`src/rtl/serial_frame_tx.sv`:
```
// serial_frame_tx: frames a parallel word as preamble, MSB-first data, optional parity and idle gap on one wire
// Optional feature macro: SERIAL_FRAME_TX_PARITY_EN adds one even-parity bit after the data.
module serial_frame_tx #(
  parameter int DATA_W = 8,
  parameter int PRE_W = 4,
  parameter logic [PRE_W-1:0] PREAMBLE = 4'b1011,
  parameter int GAP_CYC = 2
) (
  input  logic              clock,
  input  logic              reset,
  input  logic              start,
  input  logic [DATA_W-1:0] data,
  output logic              out,
  output logic              busy,
  output logic              done
);
  localparam int F_W = PRE_W + DATA_W;
  localparam int PD_MAX = PRE_W > DATA_W ? PRE_W : DATA_W;
  localparam int MAX_L = PD_MAX > GAP_CYC ? PD_MAX : GAP_CYC;
  localparam int CNT_W = MAX_L > 1 ? $clog2(MAX_L) : 1;
  localparam logic [CNT_W-1:0] PRE_LAST = CNT_W'(PRE_W - 1);
  localparam logic [CNT_W-1:0] DATA_LAST = CNT_W'(DATA_W - 1);
  localparam logic [CNT_W-1:0] GAP_LAST = CNT_W'(GAP_CYC - 1);
  typedef enum logic [2:0] {S_IDLE, S_PRE, S_DATA, S_PAR, S_GAP} state_t;
  state_t           r_state;
  logic [CNT_W-1:0] r_cnt;
  logic [F_W-1:0]   r_sh;
`ifdef SERIAL_FRAME_TX_PARITY_EN
  logic             r_par;
`endif
  // Frame sequencer: preamble and payload share one shift register, the first preamble bit leaves on the accepting edge
  always_ff @(posedge clock) begin
    if (reset) begin
      r_state <= S_IDLE;
      r_cnt   <= '0;
      r_sh    <= '0;
      out     <= 1'b0;
      busy    <= 1'b0;
      done    <= 1'b0;
`ifdef SERIAL_FRAME_TX_PARITY_EN
      r_par   <= 1'b0;
`endif
    end else begin
      case (r_state)
        S_IDLE: begin
          done <= 1'b0;
          if (start) begin
            r_state <= S_PRE;
            r_cnt   <= '0;
            r_sh    <= {PREAMBLE, data} << 1;
            out     <= PREAMBLE[PRE_W-1];
            busy    <= 1'b1;
`ifdef SERIAL_FRAME_TX_PARITY_EN
            r_par   <= ^data;
`endif
          end
        end
        S_PRE: begin
          out     <= r_sh[F_W-1];
          r_sh    <= r_sh << 1;
          r_cnt   <= (r_cnt == PRE_LAST) ? '0 : r_cnt + 1'b1;
          r_state <= (r_cnt == PRE_LAST) ? S_DATA : S_PRE;
        end
        S_DATA: begin
          r_cnt <= (r_cnt == DATA_LAST) ? '0 : r_cnt + 1'b1;
          r_sh  <= r_sh << 1;
          if (r_cnt == DATA_LAST) begin
`ifdef SERIAL_FRAME_TX_PARITY_EN
            r_state <= S_PAR;
            out     <= r_par;
`else
            r_state <= S_GAP;
            out     <= 1'b0;
`endif
          end else begin
            out <= r_sh[F_W-1];
          end
        end
`ifdef SERIAL_FRAME_TX_PARITY_EN
        S_PAR: begin
          r_state <= S_GAP;
          r_cnt   <= '0;
          out     <= 1'b0;
        end
`endif
        S_GAP: begin
          out     <= 1'b0;
          r_cnt   <= (r_cnt == GAP_LAST) ? '0 : r_cnt + 1'b1;
          r_state <= (r_cnt == GAP_LAST) ? S_IDLE : S_GAP;
          busy    <= (r_cnt != GAP_LAST);
          done    <= (r_cnt == GAP_LAST);
        end
        default: begin
          r_state <= S_IDLE;
          r_cnt   <= '0;
          out     <= 1'b0;
          busy    <= 1'b0;
          done    <= 1'b0;
        end
      endcase
    end
  end
endmodule
```
`config.mk`:
```
export PLATFORM = sky130hd
export DESIGN_NAME = serial_frame_tx
export DESIGN_NICKNAME = d
export VERILOG_FILES = /design/src/rtl/serial_frame_tx.sv
export SDC_FILE = /design/constraint.sdc
export NUM_CORES = 1
export LEC_CHECK = 0
export BUFFER_PORTS_ARGS = -buffer_cell sky130_fd_sc_hd__buf_2
export CAP_MARGIN = 10
export CORE_MARGIN = 2
export CORE_UTILIZATION = 59
export CTS_CLUSTER_SIZE = 25
export DETAILED_ROUTE_END_ITERATION = 8
export PLACE_DENSITY = 0.8
export SYNTH_ARGS = -nofsm -noshare
export SYNTH_HDL_FRONTEND = slang
export SYNTH_SLANG_ARGS = --single-unit
```
`constraint.sdc`:
```
create_clock -name clock -period 2.7 [get_ports clock]
set_input_delay 0.54 -clock clock [delete_from_list [all_inputs] [get_ports clock]]
set_output_delay 0.54 -clock clock [all_outputs]
set_load 0.05 [all_outputs]
```
==> results of run 1 <==
layout make-up:
class | count | area [um^2] | share of cell area
Clock buffer | 3 | 22.5 | 0.0202
Inverter | 4 | 15.0 | 0.0135
Multi-Input combinational cell | 90 | 583 | 0.523
Sequential cell | 20 | 400 | 0.359
Tap cell | 17 | 21.3 | 0.0191
Timing Repair Buffer | 14 | 72.6 | 0.0651
where the power goes:
part	total (mW)	internal [mW]	leakage, nW	switching [mW]
Sequential	0.333	0.316	0.165	0.0168
Combinational	0.101	0.0426	0.264	0.0579
Clock	0.134	0.0519	0.0138	0.0823
critical path, cell delays in order, from the launching register on:
cell,delay [ns]
dfxtp_1,0.60
nor3_1,0.16
nor3b_4,0.56
nor2_1,0.08
a311oi_1,0.26
placed cells by master, fill, tap and decap left out:
cell       instances
nand2_2            1
inv_1              4
or2_2              1
o211ai_1           1
nand2_1           17
nor2b_1            5
a21oi_1            6
o2bb2ai_1          1
a32oi_1            1
o32ai_1            3
or4_4              1
nor2_1            13
o21ai_0            4
nor3_1             5
mux2_2             1
a22oi_1            1
a311oi_2           1
a211oi_1           1
nor3b_1            1
ha_1               5
clkbuf_4           3
a31oi_1            1
nor2_2             1
buf_2             13
nor3b_4            1
nand2b_1           5
a221oi_2           1
mux2i_1            1
nand3b_1           1
or3_1              2
o31a_1             1
dfxtp_1           20
a311oi_1           6
xnor2_1            1
buf_4              1
how the worst max path moves through the flow:
| stage | end | cells after the start | from |
|---|---|---|---|
| after floorplan | r_sh[5] | 5 | start |
| after global placement | r_sh[4] | 5 | start |
| after detailed placement | r_sh[6] | 5 | start |
| after CTS | r_sh[6] | 4 | r_state[0] |
| after global routing | r_sh[4] | 4 | r_state[0] |
| final | r_sh[6] | 4 | r_state[0] |
sequential cells by signal, indices dropped and copies added (netlist names):
name and flops:
r_cnt 3, r_sh 11, done 1, busy 1, r_state 3, out 1
layer usage:
layer  GRT usage  share of wire  vias to the layer above
met5           0              0                        -
met4      0.0857          0.015                        0
met3      0.0510          0.034                        4
met2       0.331           0.46                       13
met1       0.286           0.49                      405
li1            -              -                      455
logic make-up after synthesis:
kind of cell	Yosys count	synth area share
buffers and inverters	13	0.0621
XOR/XNOR	1	0.00835
AO/OA/AOI/OAI	28	0.204
multiplexers	2	0.0203
AND/OR/NAND/NOR	54	0.264
adder cells (fa/ha/maj)	5	0.0597
flip-flops	20	0.382
==> out/qor.yml, run 1 <==
final_layout:
  instances_no_fill: 148
  fin_area_um2: 1110
  drive_gt1_frac: 0.191
  fillers: 147
  insertedDiodeCount: 0
  final_util: 0.660
  areaGrowthSynthToFinish_pct: 6.32
  nets: 149
clock_network:
  ctsHoldBuffers: 0
  numCtsBuffers: 3
  clk_pin_slew_ns: 0.10
  post-cts-setup-buffer-count: 0
  cts_sinks: 20
  post_cts_resized: 0
  cts_buffer_depth: 2
  cts_tree: "yes"
  root_buffer: "clkbuf_4"
  h-tree-depth: 1
  clk_latency_ns: 0.29
yosys:
  ys_async_sr_fraction: 0
  synth.cells.most_frequent: "20 x dfxtp_1, 17 x nand2_1, 13 x nor2_1, 6 x a21oi_1, 6 x a311oi_1"
  yosysMostFrequentCell: "dfxtp_1"
  synth_edf_count: 0
  synthCells: 123
  postSynthAreaPerCell_um2: 8.52
  yosysWarnings: 0
  ys_seq_area_frac: 0.382
  yosys-top-cells-area: "dfxtp_1 38%, nand2_1 6.1%, ha_1 6.0%"
  synth_top_area_frac: 0.382
  ys_ff_latch: 20
  synth_ff_type: "dfxtp_1"
  ys_types: 37
  synth_top_area_cell: "dfxtp_1"
  syn-cell-area_um2: 1050
  synthesis.nets: 139
worst_setup_path:
  cp-end-kind: "flop"
  required_ns: 2.91
  rr_startpoint: "r_state[0]"
  reg2regPathDepth: 4
  critPathLaunchType: "flop"
  cp.arrival_ns: 1.97
  critPathKind: "flop to flop"
  r2r-end: "r_sh[6]"
  path_max_fanout: 17
  reg2reg_slack_ns: 0.94
grt:
  grt_pass1_wl_mm: 3.33
  grt_pass1_vias: 780
  gr-usage-all-layers: 0.215
  grt_start_max_net_pins: 21
  antenna_found_initial: 0
  grt_overflow: 0
worst_hold_path:
  min_path_cells: 2
  min_delay_worst_endpoint: "r_sh[11]"
  hp-class: "flop to flop"
  hp-start: "r_sh[11]"
floorplan:
  die_h_um: 46.2
  ios: 14
  dieArea_um2: 2130
  start_util: 0.621
  core_area_um2: 1690
  die_w_um: 46.2
  rows: 15
sta:
  worstMarginPinSlew_ns: 0.631
  post-route-period-util: 0.651
  whs_ns: 0.487
  drv_slew: 0
  setup_slack_ns: 0.941
  final.setup_skew_ns: 0.00457
  finalSetupViolations: 0
  finalCriticalPeriod_ns: 1.76
  hold_violations: 0
  setup_tns_ns: 0
  rsz0062_at_grt: "no"
  clock.fmax_mhz: 569
  relSlewSlack: 0.578
routing:
  vias: 877
  firstDrtPassIters: 4
  ant_nets: 0
  wire_per_inst_um: 13.2
  viasPerCell: 5.93
  drc_errors: 0
  drt_wl_total_mm: 1.96
  drt_iter0_markers: 21
placed_design:
  place_congestion: 0.842
  dpl.cell_count: 145
  portBuffers: 13
  dpl.hpwl_mm: 1.38
  place_area_um2: 1090
  dp_worst_setup_slack_ns: 0.913
power:
  total_power_mw: 0.568
  powerDensity_nw_per_um2: 509
  ir_worst_vdd_v: 0.000333
  p_leak_nw: 0.443
job:
  maxCapViolations: 0
run_status:
  status: "complete, no violations"
(Power assumes the default switching activity.)
==> inputs of run 2 (changes only) <==
- ABC_AREA: default -> 1
- CORE_UTILIZATION: 59 -> 51
- PLACE_DENSITY: 0.8 -> 0.73
- clock period: 2.7 -> 1.5 ns (I/O delays scaled with it)
==> out/qor.yml, run 2 <==
run_status:
  status: "complete, no violations"
routing:
  dr_wl_met2_mm: 1.07
  wl_met3_um: 50
  drt_wl_total_mm: 2.22
  firstDrtPassIters: 6
  viasPerCell: 5.00
  ant_nets: 0
  routed.top_layer: "met4"
  drt_iter0_markers: 17
  drc_errors: 0
  wl_met1_mm: 1.09
  wire_per_inst_um: 10.4
  vias: 1065
sta:
  setup_slack_ns: 0.189
  hold_violations: 0
  setup_tns_ns: 0
  final.setup_skew_ns: 0.00715
  finalSetupViolations: 0
  rsz0062_at_grt: "no"
  whs_ns: 0.242
  clock.fmax_mhz: 763
  relSlewSlack: 0.708
  worstMarginPinSlew_ns: 0.437
  finalCriticalPeriod_ns: 1.31
  post-route-period-util: 0.874
  drv_slew: 0
yosys:
  postSynthAreaPerCell_um2: 6.91
  ys_async_sr_fraction: 0
  syn-cell-area_um2: 1200
  yosys-top-cells-area: "dfxtp_1 33%, nand2_1 17%, nor2_1 7.5%"
  synth_top_area_cell: "dfxtp_1"
  yosysMostFrequentCell: "nand2_1"
  ys_types: 24
  yosysWarnings: 0
  synth_edf_count: 0
  synthCells: 174
  synth_ff_type: "dfxtp_1"
  synthesis.nets: 190
  ys_seq_area_frac: 0.333
  ys_ff_latch: 20
  synth_top_area_frac: 0.333
  synth.cells.most_frequent: "53 x nand2_1, 24 x nor2_1, 21 x inv_1, 20 x dfxtp_1, 15 x nand3_1"
final_layout:
  ff_latch_area_um2: 403
  final_cell_mix: "53 x nand2_1, 24 x nor2_1, 21 x inv_1, 18 x dfxtp_1, 15 x nand3_1"
  nets: 202
  insertedDiodeCount: 0
  areaGrowthSynthToFinish_pct: 5.52
  largest_reg_flops: 11
  fillers: 226
  multiInputGateArea_um2: 643
  top_register: "r_sh"
  drive_gt1_frac: 0.189
  largestRegisters: "r_sh x11, r_cnt x3, r_state x3"
  layout_commonest_cell: "nand2_1"
  instances_no_fill: 213
power:
  p_leak_nw: 0.646
  ir_worst_vdd_v: 0.000556
  powerDensity_nw_per_um2: 864
  total_power_mw: 1.10
grt:
  grt_pass1_vias: 926
  grt_overflow: 0
  grt_start_max_net_pins: 17
  antenna_found_initial: 0
  gr-usage-all-layers: 0.187
  grt_pass1_wl_mm: 3.93
clock_network:
  cts_buffer_depth: 2
  clk_pin_slew_ns: 0.12
  cts_sinks: 20
  numCtsBuffers: 3
  post-cts-setup-buffer-count: 0
  root_buffer: "clkbuf_4"
  clk_latency_ns: 0.29
  h-tree-depth: 1
  cts_tree: "yes"
  ctsHoldBuffers: 0
  post_cts_resized: 0
placed_design:
  portBuffers: 13
  place_congestion: 0.750
  dpl.hpwl_mm: 1.68
  dp_worst_setup_slack_ns: 0.133
  dpl.cell_count: 209
worst_setup_path:
  critPathLaunchType: "flop"
  required_ns: 1.70
  cpLargestDelayFamily: "simple AND/OR/NAND/NOR gates"
  path_max_fanout: 12
  slowest_stage: "dfxtp_1"
  cp.arrival_ns: 1.51
  critPathKind: "flop to flop"
  max_stage_delay_ns: 0.61
  path_cells: "nor2_4 -> nand2_4 -> nand2_4 -> nand2_1 -> nand2_1 -> nor2_1 -> nor2_1"
  cp-end-kind: "flop"
  cp.buffers_inverters: 0
floorplan:
  rows: 17
  dieArea_um2: 2760
  die_w_um: 52.6
  ios: 14
  die_h_um: 52.6
  start_util: 0.544
  core_area_um2: 2210
worst_hold_path:
  hp-class: "primary input to flop"
job:
  maxCapViolations: 0
==> run 2: logic make-up after synthesis <==
family                   Yosys count  synth area share
AND/OR/NAND/NOR                  105             0.412
flip-flops                        20             0.333
buffers and inverters             29             0.132
adder cells (fa/ha/maj)            5            0.0520
AO/OA/AOI/OAI                     15            0.0708
==> run 2: worst min-delay path: stages <==
cell and delay [ns]:
buf_2 0.10, nand3_2 0.06, a21oi_2 0.04
==> run 2: layout make-up <==
| cell class | instances | share of cell area |
|---|---|---|
| Clock buffer | 4 | 0.0286 |
| Inverter | 23 | 0.0680 |
| Multi-Input combinational cell | 125 | 0.507 |
| Sequential cell | 20 | 0.318 |
| Tap cell | 28 | 0.0276 |
| Timing Repair Buffer | 13 | 0.0513 |
==> run 2: path summary, 6_finish.rpt <==
path / startpoint / to / slack (ns) / cells past startpoint
setup / recovery: r_state[1] / r_sh[2] / 0.19 / 7
hold / removal: data[0] / r_sh[1] / 0.24 / 3
setup reg to reg: r_state[1] / r_sh[2] / 0.19 / 7
hold reg to reg: busy / busy / 0.48 / 2
==> run 2: routing by layer <==
metal,vias up,track usage
met1,492,0.253
li1,559,-
met4,0,0.0513
met3,2,0.0257
met5,-,0
met2,12,0.310
==> run 2: per-stage QoR <==
stage,utilization,cell area (um^2)
6_report,0.574,1270
5_1_grt,0.574,1270
4_1_cts,0.572,1270
3_5_place_dp,0.556,1230
3_3_place_gp,0.556,1230
2_1_floorplan,-,1200
==> run 2: where the power goes <==
group / switching, mW / internal, mW / total (mW)
logic: 0.124 / 0.0713 / 0.195
clock network: 0.162 / 0.148 / 0.310
registers: 0.0255 / 0.566 / 0.591
total: 0.312 / 0.785 / 1.10
